$ cat src/rtl/pipe_stage_pkg.sv
// Shared pipeline definitions: stage FSM encoding and default widths for
// the IF/ID, ID/EX, EX/MEM and MEM/WB pipe_stage instances.
package pipe_stage_pkg;

  localparam int DATA_W_DEF = 128;
  localparam int CTRL_W_DEF = 8;
  localparam int CNT_W_DEF  = 16;

  typedef enum logic [1:0] {
    EMPTY = 2'd0,
    ONE   = 2'd1,
    TWO   = 2'd2
  } state_e;

endpackage

$ cat src/rtl/pipe_entry.sv
// One pipeline entry (payload + control) with load enable and async reset;
// used for both the main and skid slots of pipe_stage.
module pipe_entry #(
  parameter int W = 8
) (
  input  logic         clk,
  input  logic         rst,
  input  logic         load,
  input  logic [W-1:0] d,
  output logic [W-1:0] q
);

  logic [W-1:0] entry_d;
  logic [W-1:0] entry_q;

  always_comb entry_d = load ? d : entry_q;

  // NOTE: sequential state uses <= so every flop samples pre-edge values.
  always_ff @(posedge clk or posedge rst) begin
    if (rst) entry_q <= '0;
    else     entry_q <= entry_d;
  end

  assign q = entry_q;

endmodule

$ cat src/rtl/pipe_stage.sv
// Two-entry skid pipeline register with bubble insertion, flush and a
// saturating bubble counter; in_ready depends on registered state only.
module pipe_stage
  import pipe_stage_pkg::*;
#(
  parameter int DATA_W = DATA_W_DEF,
  parameter int CTRL_W = CTRL_W_DEF,
  parameter int CNT_W  = CNT_W_DEF
) (
  input  logic              clk,
  input  logic              rst,
  input  logic              flush,
  input  logic              in_valid,
  output logic              in_ready,
  input  logic [DATA_W-1:0] in_data,
  input  logic [CTRL_W-1:0] in_ctrl,
  input  logic              in_bubble,
  output logic              out_valid,
  input  logic              out_ready,
  output logic [DATA_W-1:0] out_data,
  output logic [CTRL_W-1:0] out_ctrl,
  output logic [CNT_W-1:0]  bubble_cnt
);

  localparam int ENTRY_W = DATA_W + CTRL_W;

  state_e              state_q, state_d;
  logic                in_fire, out_fire;
  logic                main_load, skid_load;
  logic [CTRL_W-1:0]   ctrl_in;
  logic [ENTRY_W-1:0]  in_entry, main_d, main_q, skid_q;
  logic [CNT_W-1:0]    cnt_d, cnt_q;

  // A bubble keeps its payload but loses every side-effect control bit.
  assign ctrl_in  = in_bubble ? '0 : in_ctrl;
  assign in_entry = {in_data, ctrl_in};
  assign main_d   = (state_q == TWO) ? skid_q : in_entry;

  always_ff @(posedge clk or posedge rst) begin
    if (rst) begin
      state_q <= EMPTY;
      cnt_q   <= '0;
    end else begin
      state_q <= state_d;
      cnt_q   <= cnt_d;
    end
  end

  // NOTE: every always_comb output gets a default first so no latch is inferred.
  always_comb begin
    state_d   = state_q;
    main_load = 1'b0;
    skid_load = 1'b0;
    if (flush) begin
      state_d = EMPTY;
    end else begin
      case (state_q)
        EMPTY: if (in_fire) begin
          state_d   = ONE;
          main_load = 1'b1;
        end
        ONE: begin
          if (in_fire && out_fire) begin
            main_load = 1'b1;
          end else if (in_fire) begin
            state_d   = TWO;
            skid_load = 1'b1;
          end else if (out_fire) begin
            state_d = EMPTY;
          end
        end
        TWO: if (out_fire) begin
          state_d   = ONE;
          main_load = 1'b1;
        end
        default: state_d = EMPTY;
      endcase
    end
  end

  always_comb begin
    in_ready  = (state_q != TWO);
    out_valid = (state_q != EMPTY);
    in_fire   = in_valid && in_ready;
    out_fire  = out_valid && out_ready;
  end

  always_comb begin
    cnt_d = cnt_q;
    if (in_fire && in_bubble && !flush && (cnt_q != '1)) cnt_d = cnt_q + 1'b1;
  end

  pipe_entry #(.W(ENTRY_W)) u_main (
    .clk  (clk),
    .rst  (rst),
    .load (main_load),
    .d    (main_d),
    .q    (main_q)
  );

  pipe_entry #(.W(ENTRY_W)) u_skid (
    .clk  (clk),
    .rst  (rst),
    .load (skid_load),
    .d    (in_entry),
    .q    (skid_q)
  );

  assign out_data   = main_q[ENTRY_W-1:CTRL_W];
  assign out_ctrl   = out_valid ? main_q[CTRL_W-1:0] : '0;
  assign bubble_cnt = cnt_q;

endmodule

$ cat config.mk
export PLATFORM = sky130hd
export DESIGN_NAME = pipe_stage
export DESIGN_NICKNAME = d
export VERILOG_FILES = /design/src/rtl/pipe_stage_pkg.sv /design/src/rtl/pipe_entry.sv /design/src/rtl/pipe_stage.sv
export SDC_FILE = /design/constraint.sdc
export NUM_CORES = 1
export LEC_CHECK = 0
export CORE_MARGIN = 1
export CORE_UTILIZATION = 30
export CTS_CLUSTER_DIAMETER = 50
export DETAILED_ROUTE_END_ITERATION = 16
export PLACE_DENSITY = 0.51
export SETUP_SLACK_MARGIN = 0.1
export SYNTH_ARGS = -nofsm -noshare
export SYNTH_HDL_FRONTEND = slang
export SYNTH_SLANG_ARGS = --single-unit
$ cat constraint.sdc
create_clock -name clk -period 10.2 [get_ports clk]
set_input_delay 2.55 -clock clk [delete_from_list [all_inputs] [get_ports clk]]
set_output_delay 2.55 -clock clk [all_outputs]
set_load 0.01 [all_outputs]
======== Yosys cells after proc, flatten, opt, wreduce, memory -nomap -nowiden ========
Cells that the tools add are included.
W data, S select, Z words.
cells by class
  $add $sub $neg .......................... 1
  equality and inequality tests ........... 8
  muxes and demuxes ....................... 18
  reductions and logical operators ........ 10
operators with widths
  kind                     count
  $mux W136                1
  $add A16 B1 Y16 const B  1
  $mux W8                  2
  $ne A16 B16 Y1 const B   1
  $mux W2                  6
  $ne A3 B3 Y1 const B     3
  $mux W1                  7
  $logic_and A1 B1 Y1      6
  $pmux W2 S3              1
  $ne A4 B4 Y1 const B     1
  $reduce_and A4 Y1        1
  $pmux W1 S3              1
  $eq A2 B1 Y1 const B     1
  $eq A2 B2 Y1 const B     1
  $logic_not A2 Y1         1
  $ne A2 B2 Y1 const B     1
  $reduce_bool A2 Y1       1
  $logic_not A1 Y1         1
storage, ports and cells
  register bits ........................... 290
  bits of input ports ..................... 142
  word-level logic and storage cells ...... 41

======== Logic depth before layout (Yosys ltp) ========
  word-level depth ........................ 7
  depth in mapped cells ................... 8

======== Cells and area by module ========
Synthesis repeated with hierarchy kept, for this count alone.
unflattened totals
  cell total of the unflattened synthesis .. 1106
  area total of the unflattened synthesis .. 13096.3 µm²
modules (own cells, without submodules)
  module      times used  cells an instance  area each (µm²)
  pipe_entry  2           288                5201.2
  pipe_stage  1           530                2693.8

======== Worst setup path before layout ========
No wires, ideal clock.
  path type ............................... input to register
  start ................................... input in_valid
  end ..................................... register u_main.entry_q[0], in the netlist u_main.q[0]
  setup time .............................. 125 ps
  arrival ................................. 3866 ps
  required time ........................... 10075 ps
  slack ................................... 6209 ps
  cell stages on the path ................. 7
  cell sequence ........................... nor2b_1 and2_1 o21bai_1 buf_2 buf_2 buf_2 mux2_2
on the way
  longest elaborated chain between the ends .. 5
  elaborated cells on any way between the ends .. 6
  those cells by class .................... mux: 4; reduce/logical: 2
RTL lines
  element                  RTL line          text
  start: declaration       pipe_stage.sv:13  input logic in_valid,
  $logic_and A1 B1 Y1 (*)  pipe_stage.sv:84  in_fire = in_valid && in_ready;
  $logic_and A1 B1 Y1      pipe_stage.sv:63  if (in_fire && out_fire) begin
  $mux W1                  pipe_stage.sv:63
  $pmux W1 S3 (*)          pipe_stage.sv:57  case (state_q)
  $mux W1 (*)              pipe_stage.sv:54  if (flush) begin
  end signal: assignment   pipe_entry.sv:21  else entry_q <= entry_d;
  end: declaration         pipe_entry.sv:14  logic [W-1:0] entry_q;
Every way passes the cells marked *; elsewhere a longest branch is shown, timed or not.
A chain may end at the register's enable or synchronous reset.

======== Worst setup path after layout ========
  start ................................... input in_valid
  end ..................................... register u_skid.entry_q[38], in the netlist u_skid.q[38]
on the way
  longest elaborated chain between the ends .. 5
  elaborated cells on any way between the ends .. 6
  those cells by class .................... mux: 4; reduce/logical: 2
RTL lines
  element                                                RTL line
  $logic_and A1 B1 Y1 (*)                                pipe_stage.sv:84
  $mux W1 / $logic_and A1 B1 Y1 (equally long branches)  pipe_stage.sv:65, pipe_stage.sv:63
  $mux W1 (*)                                            pipe_stage.sv:63
  $mux W1 (*)                                            pipe_stage.sv:57
  $mux W1 (*)                                            pipe_stage.sv:54
  end signal: assignment                                 pipe_entry.sv:21
  end: declaration                                       pipe_entry.sv:14
Marked as above.

==> summary.txt <==
Worst setup path
  • Most used cell along the critical path: buf_4
  • CP Data Required Time: 10.62 ns
  • Critical path endpoint category: flip-flop
  • CP max stage delay: 0.85 ns
  • Arr. time, crit path: 5.66 ns
  • Crit Path Class: in2reg
  • CP Cell Sequence: clkdlybuf4s50_1 -> nor2b_1 -> nand3_4 -> buf_4 -> buf_4 -> mux2_2
  • Critical-path maximum fanout: 75
  • Type of origin of the critical path: input port
  • Slowest CP cell: buf_4

Die
  • Die footprint: 46400 um^2
  • Row count: 77
  • Total I/O pin count: 296
  • Placeable Area: 44500 um^2
  • Initial Utilization: 30.7%
  • Die W: 215 um
  • Chip Height: 215 um

Logic synthesis
  • Yosys reg bits: 290
  • Post-synthesis cell area: 13700 um^2
  • Seq/Total Area, Yosys: 53.2%
  • Area contributors post-synth: dfrtp_1, mux2_2, nand2_1
  • Synthesized Nets: 1401
  • Top cell type's share of synthesized area: 53.2%
  • Syn_area_per_cell: 10.9 um^2
  • Largest area contributor in the netlist: dfrtp_1
  • Cell count after synthesis: 1258
  • Synth unique cells: 37
  • Ys Warns: 0

Cells and area
  • Leading cell type in the layout, fill and taps excluded: nand2_1
  • Final Core Density: 39.6%
  • Multi-input gate area: 5200 um^2
  • Synth-to-Final Area Change: 29.0%
  • Final Instance Area: 17600 um^2
  • Final nets: 1557
  • Share of post-route cells with drive strength above 1: 24.4%
  • Most frequent cells in the layout: nand2_1, clkdlybuf4s50_1, dfrtp_1
  • FILL cells: 4367
  • Non-Filler Instances: 2041
  • Register Area: 7260 um^2

Power
  • Gate power share: 20.1%
  • Clock share of power: 37.7%
  • Pwr/cell area: 211 nW/um^2
  • Pint: 0.00275 W
  • Net Sw Frac: 26.0%
  • Total chip power: 0.00372 W
  • Leakage: 7.85 nW
  • NetSw: 0.000966 W
  • Seq pwr share: 42.2%
  • Worst vdd ir: 0.120 mV

Placed design
  • GP Congestion: 0.762
  • IO Port Bufs: 295
  • Number of instances in the placed design: 1963
  • Placed cell areas: 16300 um^2
  • Post-DP HPWL: 20.7 mm

Global routing
  • Met1 Usage GRT: 19.6%
  • Met2 GRT Util: 22.7%
  • GRT Max-Usage Layer: met2
  • Met3 Use GR: 4.73%
  • Initial antenna violation count: 4
  • GRT Overall Usage: 14.7%
  • Vias in the first global route: 9283
  • Pin count of the biggest net entering global routing: 154
  • Total gr overflow: 0
  • First-pass GRT wire length: 53.7 mm

Drt
  • Iteration count of the initial detailed-routing pass: 4
  • Detailed Route Iter0 Violations: 621
  • Vias per cell: 4.43
  • ANT nets after route: 0
  • Detailed Route WL: 33.7 mm
  • Routed via count: 9032
  • DRC Markers: 0
  • WL per Instance: 16.5 um

Timing
  • Fmax: 191 MHz
  • Total Neg Setup Slack: 0 ns
  • Clock period minus worst slack: 5.24 ns
  • Max-slew violation count: 0
  • RSZ-0062 raised after global routing: false
  • Post-route clock period utilization: 51.4%
  • Slew @ Worst Pin: 1.11 ns
  • Final Hold Fails: 0
  • Max_slew headroom: 26.2%
  • Clock skew: 0.0125 ns
  • Final setup violation count: 0

Clocking
  • Clk buf depth: 3
  • CTS resizes: 0
  • Worst skew pair latency: 0.54 ns
  • CTS tree: built
  • Post-CTS Setup Inserts: 0
  • # hold bufs at CTS: 0
  • Clock Tree Root: clkbuf_16
  • CTS sink cnt: 290
  • Clock transition at the registers of the reported paths: 0.06 ns
  • H-tree levels: 2
  • Cts bufs inserted: 41

Run status
  • Outcome: finished, final reports clean

Run
  • Maxcap violations: 0

Min path
  • Hold WC Path Type: reg2reg
## worst max-delay path: cells and delay by family
family,cells,cell delay (ns)
multiplexers,1,0.42
buffers and inverters,3,2.05
AND/OR/NAND/NOR,2,0.32
## registers in the layout, summed over array words and instances, names as in the netlist
signal      flops
u_main.q      136
u_skid.q      136
bubble_cnt     16
state_q         2
## per-stage QoR
step | hold slack, ns | setup slack, ns
2_1_floorplan | 0.450 | 3.80
3_3_place_gp | 0.465 | 4.46
3_5_place_dp | 0.471 | 4.41
4_1_cts | 0.483 | 4.99
5_1_grt | 0.510 | 4.80
6_report | 0.480 | 4.96
## final cells by class
class                      instances  share of cell area [%]
timing repair buffer             304                    17.3
sequential                       290                    41.2
clock inverter                    19                    1.12
antenna                            5                  0.0711
tap                              592                    4.21
clock buffer                      54                    6.45
inverter                           3                  0.0995
multi-input combinational        774                    29.5
## synthesized netlist by cell type (all sizes together)
cell type	instances
a31oi	2
clkbuf	39
nor4	3
o21ai	16
nor2	9
xor2	5
ha	1
a21oi	6
nand2b	9
o31a	1
nand3b	1
mux2i	1
or4	3
dfrtp	290
and4	2
o21bai	2
and2	2
or3b	1
buf	152
nand4	6
nand3	7
xnor2	5
mux2	266
nand2	407
nor3	6
nor2b	10
inv	3
and3	2
a211oi	1
## final timing paths
path / to / from / depth (start not counted) / slack, ns
max in group asynchronous: u_skid.q[120]$_DFFE_PP0P_ / rst / 4 / 6.04
setup / recovery: u_skid.q[38]$_DFFE_PP0P_ / in_valid / 6 / 4.96
hold / removal: u_skid.q[3]$_DFFE_PP0P_ / u_skid.q[3]$_DFFE_PP0P_ / 2 / 0.48
min in group asynchronous: u_skid.q[130]$_DFFE_PP0P_ / rst / 3 / 2.60
setup reg to reg: u_skid.q[38]$_DFFE_PP0P_ / state_q[1]$_DFFE_PP0P_ / 5 / 7.09
hold reg to reg: u_skid.q[3]$_DFFE_PP0P_ / u_skid.q[3]$_DFFE_PP0P_ / 2 / 0.48
## power by group through the flow
stage          registers [W]  logic (W)  clock network [W]
2_1_floorplan        0.00154   0.000538                  0
4_1_cts              0.00157   0.000762            0.00146
3_3_place_gp         0.00158   0.000747                  0
5_1_grt              0.00161   0.000810            0.00150
3_5_place_dp         0.00159   0.000760                  0
6_report             0.00157   0.000748            0.00140
## routing by layer
metal	vias up	part of all wire [%]
li1	4333	-
met1	4434	46
met2	212	46
met3	49	6.5
met4	4	1.9
met5	-	0.077
## logic make-up (layout without fill, tap and decap cells)
group,after synthesis,count (layout),share of synthesized area (%)
simple gates,468,468,14.0
mux,267,267,22.0
buf+inv,194,380,8.97
compound gates,28,28,1.14
xor+xnor,10,10,0.642
flops,290,290,53.2
other cells,0,5,0
fa+ha+maj,1,1,0.0916
Power figures use the tool's default switching activity.
